**src/rtl/player_move_ctrl_if.sv**
```systemverilog
// Map cell read bus between the player movement controller and the maze map.
// The controller issues a read strobe with a cell address; the map returns the
// wall bit of that cell one clock later.
interface player_move_ctrl_if;
  logic       map_rd;
  logic [5:0] map_x;
  logic [5:0] map_y;
  logic       map_wall;

  modport master (output map_rd, output map_x, output map_y, input map_wall);
  modport slave  (input map_rd, input map_x, input map_y, output map_wall);
endinterface

```
**src/rtl/player_move_ctrl.sv**
```systemverilog
// Player movement controller for a 41x41 maze with a 4x4-cell player sprite.
// Accepts single-cell move requests, checks the leading-edge cells for walls
// via the map read bus and updates the player position.
// Optional feature macro: PLAYER_COLLISION_EN (wall checking); when undefined,
// only the maze-border rule blocks a move.
module player_move_ctrl #(
  parameter int unsigned START_X = 36,
  parameter int unsigned START_Y = 35
) (
  input  logic                clk,
  input  logic                rst_n,
  input  logic [3:0]          state,
  input  logic                move_req,
  input  logic [1:0]          dir,
  output logic                busy,
  player_move_ctrl_if.master  map,
  output logic [5:0]          pos_x,
  output logic [5:0]          pos_y,
  output logic                moved,
  output logic                blocked,
  output logic                goal
);

  localparam logic [5:0] SX      = 6'(START_X);
  localparam logic [5:0] SY      = 6'(START_Y);
  localparam logic [5:0] MAX_POS = 6'd37;

  typedef enum logic [1:0] {IDLE, CHECK, WAIT, DONE} fsm_t;

  fsm_t       fsm;
  logic [1:0] dir_q;
  logic [5:0] tgt_x;
  logic [5:0] tgt_y;
  logic       hit;
  logic [1:0] k;

  logic       play;
  logic       at_edge;
  logic [5:0] nxt_x;
  logic [5:0] nxt_y;

  // Leading-edge cell k for a move in direction d from top-left (px, py).
  function automatic logic [11:0] edge_cell(input logic [1:0] d,
                                            input logic [5:0] px,
                                            input logic [5:0] py,
                                            input logic [1:0] idx);
    logic [5:0] cx;
    logic [5:0] cy;
    case (d)
      2'd0:    begin cx = px + 6'(idx); cy = py - 6'd1;    end
      2'd1:    begin cx = px + 6'(idx); cy = py + 6'd4;    end
      2'd2:    begin cx = px - 6'd1;    cy = py + 6'(idx); end
      default: begin cx = px + 6'd4;    cy = py + 6'(idx); end
    endcase
    return {cx, cy};
  endfunction

  // Play-state decode, border rule and one-cell target position.
  always_comb begin
    play    = (state == 4'd2) || (state == 4'd4) || (state == 4'd6);
    at_edge = 1'b0;
    nxt_x   = pos_x;
    nxt_y   = pos_y;
    case (dir)
      2'd0:    begin at_edge = (pos_y == 6'd0);    nxt_y = pos_y - 6'd1; end
      2'd1:    begin at_edge = (pos_y == MAX_POS); nxt_y = pos_y + 6'd1; end
      2'd2:    begin at_edge = (pos_x == 6'd0);    nxt_x = pos_x - 6'd1; end
      default: begin at_edge = (pos_x == MAX_POS); nxt_x = pos_x + 6'd1; end
    endcase
  end

  // Move FSM with registered outputs; leaving play aborts and reloads the start cell.
  always_ff @(posedge clk or negedge rst_n) begin
    if (!rst_n) begin
      fsm        <= IDLE;
      dir_q      <= '0;
      tgt_x      <= '0;
      tgt_y      <= '0;
      hit        <= 1'b0;
      k          <= '0;
      pos_x      <= SX;
      pos_y      <= SY;
      busy       <= 1'b0;
      map.map_rd <= 1'b0;
      map.map_x  <= '0;
      map.map_y  <= '0;
      moved      <= 1'b0;
      blocked    <= 1'b0;
      goal       <= 1'b0;
    end else if (!play) begin
      fsm        <= IDLE;
      hit        <= 1'b0;
      k          <= '0;
      pos_x      <= SX;
      pos_y      <= SY;
      busy       <= 1'b0;
      map.map_rd <= 1'b0;
      map.map_x  <= '0;
      map.map_y  <= '0;
      moved      <= 1'b0;
      blocked    <= 1'b0;
      goal       <= 1'b0;
    end else begin
      case (fsm)
        IDLE: begin
          if (move_req) begin
            dir_q <= dir;
            tgt_x <= nxt_x;
            tgt_y <= nxt_y;
            busy  <= 1'b1;
            if (at_edge) begin
              blocked <= 1'b1;
              fsm     <= DONE;
            end else begin
`ifdef PLAYER_COLLISION_EN
              fsm                      <= CHECK;
              hit                      <= 1'b0;
              k                        <= '0;
              map.map_rd               <= 1'b1;
              {map.map_x, map.map_y}   <= edge_cell(dir, pos_x, pos_y, 2'd0);
`else
              pos_x <= nxt_x;
              pos_y <= nxt_y;
              moved <= 1'b1;
              goal  <= (nxt_x == 6'd0);
              fsm   <= DONE;
`endif
            end
          end
        end
        CHECK: begin
          // map_wall answers the read issued one cycle earlier, so the first
          // CHECK cycle has nothing to accumulate yet.
          if (k != 2'd0) hit <= hit | map.map_wall;
          if (k == 2'd3) begin
            fsm        <= WAIT;
            map.map_rd <= 1'b0;
            map.map_x  <= '0;
            map.map_y  <= '0;
          end else begin
            k                      <= k + 2'd1;
            {map.map_x, map.map_y} <= edge_cell(dir_q, pos_x, pos_y, k + 2'd1);
          end
        end
        WAIT: begin
          fsm <= DONE;
          if (hit | map.map_wall) begin
            blocked <= 1'b1;
          end else begin
            pos_x <= tgt_x;
            pos_y <= tgt_y;
            moved <= 1'b1;
            goal  <= (tgt_x == 6'd0);
          end
        end
        default: begin
          moved   <= 1'b0;
          blocked <= 1'b0;
          goal    <= 1'b0;
          busy    <= 1'b0;
          fsm     <= IDLE;
        end
      endcase
    end
  end

endmodule

```
**src/flat_wrapper.sv**
```systemverilog
// flat-port wrapper written by rule: the top's interface ports become plain ports
module player_move_ctrl_flat 
#(
  parameter int unsigned START_X = 36,
  parameter int unsigned START_Y = 35
)
  (clk, rst_n, state, move_req, dir, busy, pos_x, pos_y, moved, blocked, goal, map_map_rd, map_map_x, map_map_y, map_map_wall);
  player_move_ctrl_if map_i ();
  input  logic clk;
  input  logic rst_n;
  input  logic [3:0] state;
  input  logic move_req;
  input  logic [1:0] dir;
  output logic busy;
  output logic [5:0] pos_x;
  output logic [5:0] pos_y;
  output logic moved;
  output logic blocked;
  output logic goal;
  output wire logic [$bits(map_i.map_rd)-1:0] map_map_rd;
  output wire logic [$bits(map_i.map_x)-1:0] map_map_x;
  output wire logic [$bits(map_i.map_y)-1:0] map_map_y;
  input wire logic [$bits(map_i.map_wall)-1:0] map_map_wall;
  assign map_map_rd = map_i.map_rd;
  assign map_map_x = map_i.map_x;
  assign map_map_y = map_i.map_y;
  assign map_i.map_wall = map_map_wall;
  player_move_ctrl #(.START_X(START_X), .START_Y(START_Y)) u_core (.clk(clk), .rst_n(rst_n), .state(state), .move_req(move_req), .dir(dir), .busy(busy), .map(map_i), .pos_x(pos_x), .pos_y(pos_y), .moved(moved), .blocked(blocked), .goal(goal));
endmodule
```
**config.mk**
```make
export PLATFORM = sky130hd
export DESIGN_NAME = player_move_ctrl_flat
export DESIGN_NICKNAME = d
export VERILOG_FILES = /design/src/rtl/player_move_ctrl_if.sv /design/src/rtl/player_move_ctrl.sv /design/src/flat_wrapper.sv
export SDC_FILE = /design/constraint.sdc
export NUM_CORES = 1
export LEC_CHECK = 0
export CELL_PAD_IN_SITES_DETAIL_PLACEMENT = 1
export CELL_PAD_IN_SITES_GLOBAL_PLACEMENT = 2
export CORE_AREA = 5 5 85 126
export DETAILED_ROUTE_END_ITERATION = 7
export DIE_AREA = 0 0 90 131
export PLACE_DENSITY = 0.87
export SLEW_MARGIN = 25
export SYNTH_ARGS = -nofsm -noshare
export SYNTH_HDL_FRONTEND = slang
export SYNTH_SLANG_ARGS = --single-unit
```
**constraint.sdc**
```tcl
create_clock -name clk -period 3.9 [get_ports clk]
set_clock_uncertainty 0.15 [all_clocks]
set_input_delay 0.975 -clock clk [delete_from_list [all_inputs] [get_ports clk]]
set_output_delay 0.975 -clock clk [all_outputs]
set_load 0.02 [all_outputs]
```
Word-level counts from Yosys, hierarchy flattened. Index checks and enable logic that the tools add are counted.

Register bits: 48. Output and inout port bits: 29. Logic and storage cells: 124.

Add/subtract/negate cells: 9. Equal/unequal tests: 25. Muxes and demuxes: 52. Bitwise gates (word level): 1. Reductions and logical operators: 22.

Operators with widths (count): two-way mux 6 bit (14); one-hot mux 6 bit (2 select lines) (6); zero test 6 bit (4); != test 3 bit, second input constant (7); two-way mux 1 bit (20); adder 6 x 1 -> 6 bit, second input constant (2); adder 6 x 2 -> 6 bit (2); adder 6 x 3 -> 6 bit, second input constant (2); equality test 6 bit, second input constant (2); two-way mux 2 bit (6); != test 2 bit, second input constant (6); one-hot mux 1 bit (3 select lines) (4); AND reduction 4 bit (3); subtractor 6 x 1 -> 6 bit, second input constant (2); AND reduction 2 bit (5); equality test 2 bit, second input constant (4); equality test 4 x 3 -> 1 bit, second input constant (2); equality test 2 x 1 -> 1 bit, second input constant (3); zero test 2 bit (3); one-hot mux 2 bit (3 select lines) (1); OR reduction 2 bit (3); equality test 4 x 2 -> 1 bit, second input constant (1); AND reduction 3 bit (1); adder 2 x 1 -> 2 bit, second input constant (1); other kinds (4) (5).

Depth between registers and ports, before layout. Gate-level depths: netlist (run 1).

Depth in word-level cells: 8. Gate-level depth with buffers: 10.

Worst setup path before layout (run 1). No wires, ideal clock.

Kind: input to register. Start point: input port dir[1]. End point: register u_core.pos_x[3]. Library setup time: 0.096 ns. Arrival: 2.302 ns. Required time: 3.654 ns. Path slack: 1.352 ns. Stages on the path: 8. Buffers on the path: 2. Cells stage by stage: buf_2 > nor4b_2 > a22o_1 > nor2_2 > o32ai_4 > buf_6 > nand3_1 > o31ai_1.

Word-level cells in the longest chain between the ends: 7.

Ends and longest elaborated chain: start, declared (RTL line flat_wrapper.sv:13) `input logic [1:0] dir;`; equality test 2 x 1 -> 1 bit / zero test 2 bit (equally long branches) (RTL line player_move_ctrl.sv:64) `case (dir)`; OR reduction 2 bit (no source line); one-hot mux 6 bit (2 select lines) (RTL line player_move_ctrl.sv:64); two-way mux 6 bit (RTL line player_move_ctrl.sv:111) `if (at_edge) begin`; two-way mux 6 bit (RTL line player_move_ctrl.sv:106) `if (move_req) begin`; one-hot mux 6 bit (2 select lines) (RTL line player_move_ctrl.sv:104) `case (fsm)`; two-way mux 6 bit (RTL line player_move_ctrl.sv:90) `end else if (!play) begin`; end signal, assigned (RTL line player_move_ctrl.sv:122) `pos_x <= nxt_x;`; end signal, assigned (RTL line player_move_ctrl.sv:150) `pos_x <= tgt_x;`; end, declared (RTL line player_move_ctrl.sv:17) `output logic [5:0] pos_x,`.

Parallel ways exist; a longest one is shown, timed or not. The select of a mux whose other input is x is not followed. A chain may end at the register's enable or synchronous reset.

Final worst setup path (run 1).
Start point: input port dir[1]. End point: register u_core.pos_y[3].

Word-level cells in the longest chain between the ends: 6.

Ends and longest elaborated chain: equality test 2 x 1 -> 1 bit / zero test 2 bit (equally long branches) (RTL line player_move_ctrl.sv:64); one-hot mux 6 bit (2 select lines) (RTL line player_move_ctrl.sv:64); two-way mux 6 bit (RTL line player_move_ctrl.sv:111); two-way mux 6 bit (RTL line player_move_ctrl.sv:106); one-hot mux 6 bit (2 select lines) (RTL line player_move_ctrl.sv:104); two-way mux 6 bit (RTL line player_move_ctrl.sv:90); end signal, assigned (RTL line player_move_ctrl.sv:123) `pos_y <= nxt_y;`; end signal, assigned (RTL line player_move_ctrl.sv:151) `pos_y <= tgt_y;`; end, declared (RTL line player_move_ctrl.sv:18) `output logic [5:0] pos_y,`.

Parallel ways exist; a longest one is shown, timed or not. The select of a mux whose other input is x is not followed.

==> results of run 1 <==
[Yosys cell counts (all sizes together), types with 2 or more instances]
library cell	count
nor4b	3
o31ai	4
o2111ai	2
o211ai	4
and3	6
mux2	6
xnor2	15
dfstp	5
nand3	9
a31oi	5
o22ai	3
a211o	2
a21oi	42
nor2	48
a32oi	2
a21o	2
o21a	2
inv	19
nor3	9
a211oi	3
nand2	18
or3	2
ha	22
o21ai	17
fa	2
xor2	4
nand2b	11
nor2b	13
o32a	2
buf	12
dfrtp	42
nand4	6
clkbuf	17
mux2i	9
[path summary, 6_finish.rpt]
kind | from | to | slack [ns]
worst max-delay path | dir[1] | u_core.pos_y[3] | 0.69
worst min-delay path | u_core.tgt_y[0] | u_core.tgt_y[0] | 0.37
worst max register to register | u_core.pos_y[1] | u_core.pos_x[4] | 1.23
worst min register to register | u_core.tgt_y[0] | u_core.tgt_y[0] | 0.37
max in group asynchronous | rst_n | u_core.map.map_x[4] | 2.61
min in group asynchronous | rst_n | u_core.pos_x[3] | 0.54
[critical path, cell delays in order]
cell and delay [ns]:
clkdlybuf4s50_1 0.68, nor4b_2 0.35, nand4_1 0.16, and3_4 0.26, o32ai_4 0.24, buf_4 0.26
mux2i_1 0.24, o21a_1 0.13
[area by class of cell]
class | instances | area [µm²]
fill | 1132 | 5560
tap | 115 | 144
inverter | 20 | 75.1
multi-input combinational | 292 | 1980
timing repair buffer | 46 | 435
clock inverter | 2 | 12.5
clock buffer | 6 | 129
sequential | 47 | 1180
[per-layer routing]
layer | part of all wire | wire length, µm | vias up
met5 | 0 | 0 | -
met4 | 0.018 | 174 | 0
met3 | 0.027 | 258 | 12
met2 | 0.54 | 5170 | 51
met1 | 0.41 | 3960 | 1433
li1 | - | - | 1399
[metrics by stage]
stage               power, mW  setup slack (ns)  utilization  hold slack (ns)  cells
floorplan               0.813              1.35            -            0.322    388
global placement        0.902             0.494        0.401            0.335    520
detailed placement      0.913             0.405        0.401            0.353    520
CTS                      1.35             0.687        0.416            0.368    528
global route             1.41             0.578        0.416            0.387    528
finish                   1.34             0.693        0.416            0.368    528
[kinds of logic after synthesis]
| logic type | after synthesis | synth area share |
|---|---|---|
| xor gates and xnor gates | 19 | 0.0492 |
| AOI/OAI and AO/OA | 101 | 0.191 |
| DFF | 47 | 0.349 |
| other | 1 | 0.00111 |
| buffers and inverters | 49 | 0.0661 |
| muxes | 15 | 0.0466 |
| adders and majority gates | 24 | 0.0931 |
| and+or+nand+nor | 132 | 0.203 |
[state kept, by name, summed over array words and instances (netlist names)]
register,count
u_core.busy,1
u_core.tgt_y,6
u_core.moved,1
u_core.hit,1
u_core.k,2
u_core.goal,1
u_core.dir_q,2
u_core.fsm,2
u_core.map.map_x,6
u_core.pos_y,6
u_core.tgt_x,6
u_core.blocked,1
u_core.pos_x,6
u_core.map.map_y,6
[where the power goes]
part / internal, mW / switching (mW) / total [mW] / leakage (nW)
clock network: 0.237 / 0.195 / 0.432 / 0.0669
registers: 0.532 / 0.0632 / 0.595 / 0.599
logic: 0.136 / 0.173 / 0.308 / 0.987
==> impl_metrics.yaml, run 1 <==
run_status:
  outcome: "complete, no violations"
detailed_routing:
  routed_wirelength_mm: 9.56
  drt_pre_antenna_iters: 5
  routedWlPerCell_um: 18.1
  antenna_violating_nets_post_route: 0
  vias: 2895
  drtIter0Drc: 109
  vias_per_cell: 5.48
  drcViolationCount: 0
global_route:
  grt_use_met3: 0.0246
  grt_util_all_layers: 0.165
  grt_max_degree: 48
  grt_pass1_vias: 3102
  met2_usage: 0.314
  antenna_found_initial: 0
  busiest_layer: "met2"
  overflow: 0
  globalRouteMet1Util: 0.189
  grt_pass1_wl_mm: 15.9
place:
  gp_congestion: 0.844
  numPortBuffers: 37
  dpl-instance-area_mm2: 0.00382
  dp_hpwl_mm: 6.94
setup_path:
  cp.required_ns: 3.99
  crit_arrival_ns: 3.30
  startpoint_type: "primary input"
  end_kind: "flop"
  critPathMaxFanout: 16
  reg2regPathDepth: 9
  path_class: "in2reg"
logic_synthesis:
  synthCells: 388
  syn-mean-instance-area_um2: 8.73
  async_reset_ff_frac: 1.00
  syn_nets: 422
  netlist_top_cells_area: "dfrtp_1 (31%), ha_1 (8.1%), a21oi_1 (6.2%)"
  synth-seq-cells: 47
  yosysWarningCount: 0
  syn_area_mm2: 0.00339
  synth-main-ff-cell: "dfrtp_1"
  synth_edf_count: 0
  synth_sequential_area_ratio: 0.349
  synth_top_cell_by_area: "dfrtp_1"
  synth_cell_types: 62
  netlist.area_leader.share: 0.310
clock_network:
  clockBufferDepth: 2
  clock_sinks: 47
  cts_root_buffer: "clkbuf_16"
  ctsHtreeMaxLevel: 2
  cts_tree: "built"
  postCtsResizedCells: 0
  numCtsBuffers: 5
  clk_latency_ns: 0.30
  clk_pin_slew_ns: 0.07
  postCtsSetupRepairBufs: 0
  ctsHoldBuffers: 0
job:
  maxCapViolCount: 0
sta:
  finalHoldViolations: 0
  relSlewSlack: 0.522
  period_share: 0.822
  rsz0062_at_grt: "false"
  setup_tns_ns: 0
  fin_crit_ns: 3.21
  drv_slew: 0
  worst_pin_slew_ns: 0.717
  setup_viol: 0
  max_freq_mhz: 312
die:
  io-pin-count: 39
  dieArea_mm2: 0.0118
  core-area_mm2: 0.00952
  start_util: 0.355
  num_rows: 44
  dieWidth_um: 90
  dieHeight_um: 131
power_and_ir_drop:
  power_density_mw_per_mm2: 337
  ir_worst_vdd_uv: 179
  power.leakage_nw: 1.65
layout:
  drive_gt1_frac: 0.0944
  nets: 446
  final_common_cell: "nor2_1"
  area_growth_pct: 17.0
  antenna_cells: 0
  mostFrequentLayoutCells: "nor2_1 (46), a21oi_1 (42), dfrtp_1 (42)"
  design_area_mm2: 0.00396
min_path:
  whs_path_depth: 1
  hp-class: "reg2reg"
Power figures use the tool's default switching activity.
==> run 2, diff against run 1 <==
Settings changed: CORE_AREA 5 5 85 126 to 5 5 87 129, DIE_AREA 0 0 90 131 to 0 0 92 134, PLACE_DENSITY 0.87 to 0.83.
Clock period 3.9 ns to 3.3 ns, I/O delays scaled along.
==> run 2 against run 1 <==
  * Combinational power up 20%
  * Die area up 4.6%
  * Clock power up 42%
  * Worst setup slack worse by 0.27 ns
  * Final cell count up 1.5%
  * Count of clock-buffer cells in the layout unchanged
  * Wire length up 1.6%
  * Global-route usage up 0.13 points
  * Design area up 2.1%
  * Sequential share of layout area down 0.60 points
  * Highest routed layer unchanged
  * First-iteration DRC count down 7.3%
==> impl_metrics.yaml, run 2 (synthesis results as in run 1) <==
global_route:
  grt_pass1_vias: 3203
  grt_max_degree: 27
  grt_util_all_layers: 0.167
  antenna_found_initial: 0
  overflow: 0
  grt_pass1_wl_mm: 16.4
detailed_routing:
  drtIter0Drc: 101
  vias: 2940
  antenna_violating_nets_post_route: 0
  drcViolationCount: 0
  vias_per_cell: 5.49
  routed_wirelength_mm: 9.71
  drt_pre_antenna_iters: 4
  routedWlPerCell_um: 18.1
sta:
  finalHoldViolations: 0
  setup_tns_ns: 0
  rsz0062_at_grt: "false"
  max_freq_mhz: 347
  worst_pin_slew_ns: 0.620
  drv_slew: 0
  fin_crit_ns: 2.88
  period_share: 0.873
  relSlewSlack: 0.587
  setup_viol: 0
  fin_ws_ns: 0.419
layout:
  antenna_cells: 0
  mostFrequentLayoutCells: "nor2_1 (46), a21oi_1 (42), dfrtp_1 (42)"
  drive_gt1_frac: 0.110
  nets: 452
  final_common_cell: "nor2_1"
  area_growth_pct: 19.4
  fillCellCount: 1177
clock_network:
  ctsHtreeMaxLevel: 2
  clock_sinks: 47
  clk_pin_slew_ns: 0.07
  ctsHoldBuffers: 0
  postCtsResizedCells: 0
  numCtsBuffers: 5
  clk_latency_ns: 0.30
  cts_root_buffer: "clkbuf_16"
  postCtsSetupRepairBufs: 0
  clockBufferDepth: 2
  cts_tree: "built"
setup_path:
  critPathMaxFanout: 16
  critPathBufInv: 2
  crit_arrival_ns: 2.96
  slowest_delay_ns: 0.55
  cp.required_ns: 3.37
  startpoint_type: "primary input"
  crit_family: "buffers and inverters"
  cp_cell_sequence: "clkdlybuf4s50_1, nor4b_2, nand4_1, and3_4, o32ai_4, buf_4, mux2i_1, o21ai_1"
  crit_slowest_cell: "clkdlybuf4s50_1"
  end_kind: "flop"
  path_class: "in2reg"
power_and_ir_drop:
  power.leakage_nw: 1.70
  ir_worst_vdd_uv: 212
  power_density_mw_per_mm2: 417
die:
  start_util: 0.338
  dieArea_mm2: 0.0123
  dieWidth_um: 92
  core-area_mm2: 0.0100
  dieHeight_um: 134
  num_rows: 45
  io-pin-count: 39
min_path:
  hp-class: "in2async"
place:
  dp_hpwl_mm: 7.29
  numPortBuffers: 37
  dp_slack_ns: 0.123
  gp_congestion: 0.876
run_status:
  outcome: "complete, no violations"
job:
  maxCapViolCount: 0
-- run 2: per-layer routing --
metal  global-route usage  vias up  routed length [µm]
met5                    0        -                   0
met4               0.0744        0                 295
met3               0.0292       21                 253
met2                0.307       46                5250
met1                0.185     1453                3910
li1                     -     1420                   -
-- run 2: final timing paths --
kind | start | endpoint | slack, ns | depth (start not counted)
max | dir[1] | u_core.pos_y[5] | 0.42 | 8
min reg2reg | u_core.moved | u_core.moved | 0.38 | 1
max reg2reg | u_core.pos_y[0] | u_core.pos_x[4] | 0.67 | 9
max in group asynchronous | rst_n | u_core.pos_y[0] | 1.82 | 2
min in group clk | u_core.moved | u_core.moved | 0.38 | 1
min | rst_n | u_core.goal | 0.38 | 1
-- run 2: cell type report --
| class | count | area [µm²] | area share |
|---|---|---|---|
| multi-input cells | 292 | 1980 | 0.491 |
| flip-flops and latches | 47 | 1180 | 0.292 |
| repair buffers | 52 | 478 | 0.118 |
| well taps | 117 | 146 | 0.0362 |
| clock buffers | 6 | 139 | 0.0344 |
| inverters | 20 | 75.1 | 0.0186 |
| clock inverters | 2 | 38.8 | 0.00959 |
-- run 2: power breakdown --
group | leakage (nW) | switching (mW) | total (mW) | internal (mW)
combinational | 1.02 | 0.206 | 0.371 | 0.165
sequential | 0.599 | 0.0729 | 0.702 | 0.629
clock | 0.0875 | 0.232 | 0.614 | 0.381
total | 1.70 | 0.511 | 1.69 | 1.18
-- run 2: through the flow --
step | utilization | hold WS (ns) | instances | cell area (µm²) | power (mW)
2_1_floorplan | - | 0.322 | 388 | 3390 | 0.960
4_1_cts | 0.403 | 0.383 | 536 | 4040 | 1.71
5_1_grt | 0.403 | 0.393 | 536 | 4040 | 1.78
3_3_place_gp | 0.386 | 0.335 | 528 | 3860 | 1.07
3_5_place_dp | 0.386 | 0.366 | 528 | 3860 | 1.09
6_report | 0.403 | 0.378 | 536 | 4040 | 1.69
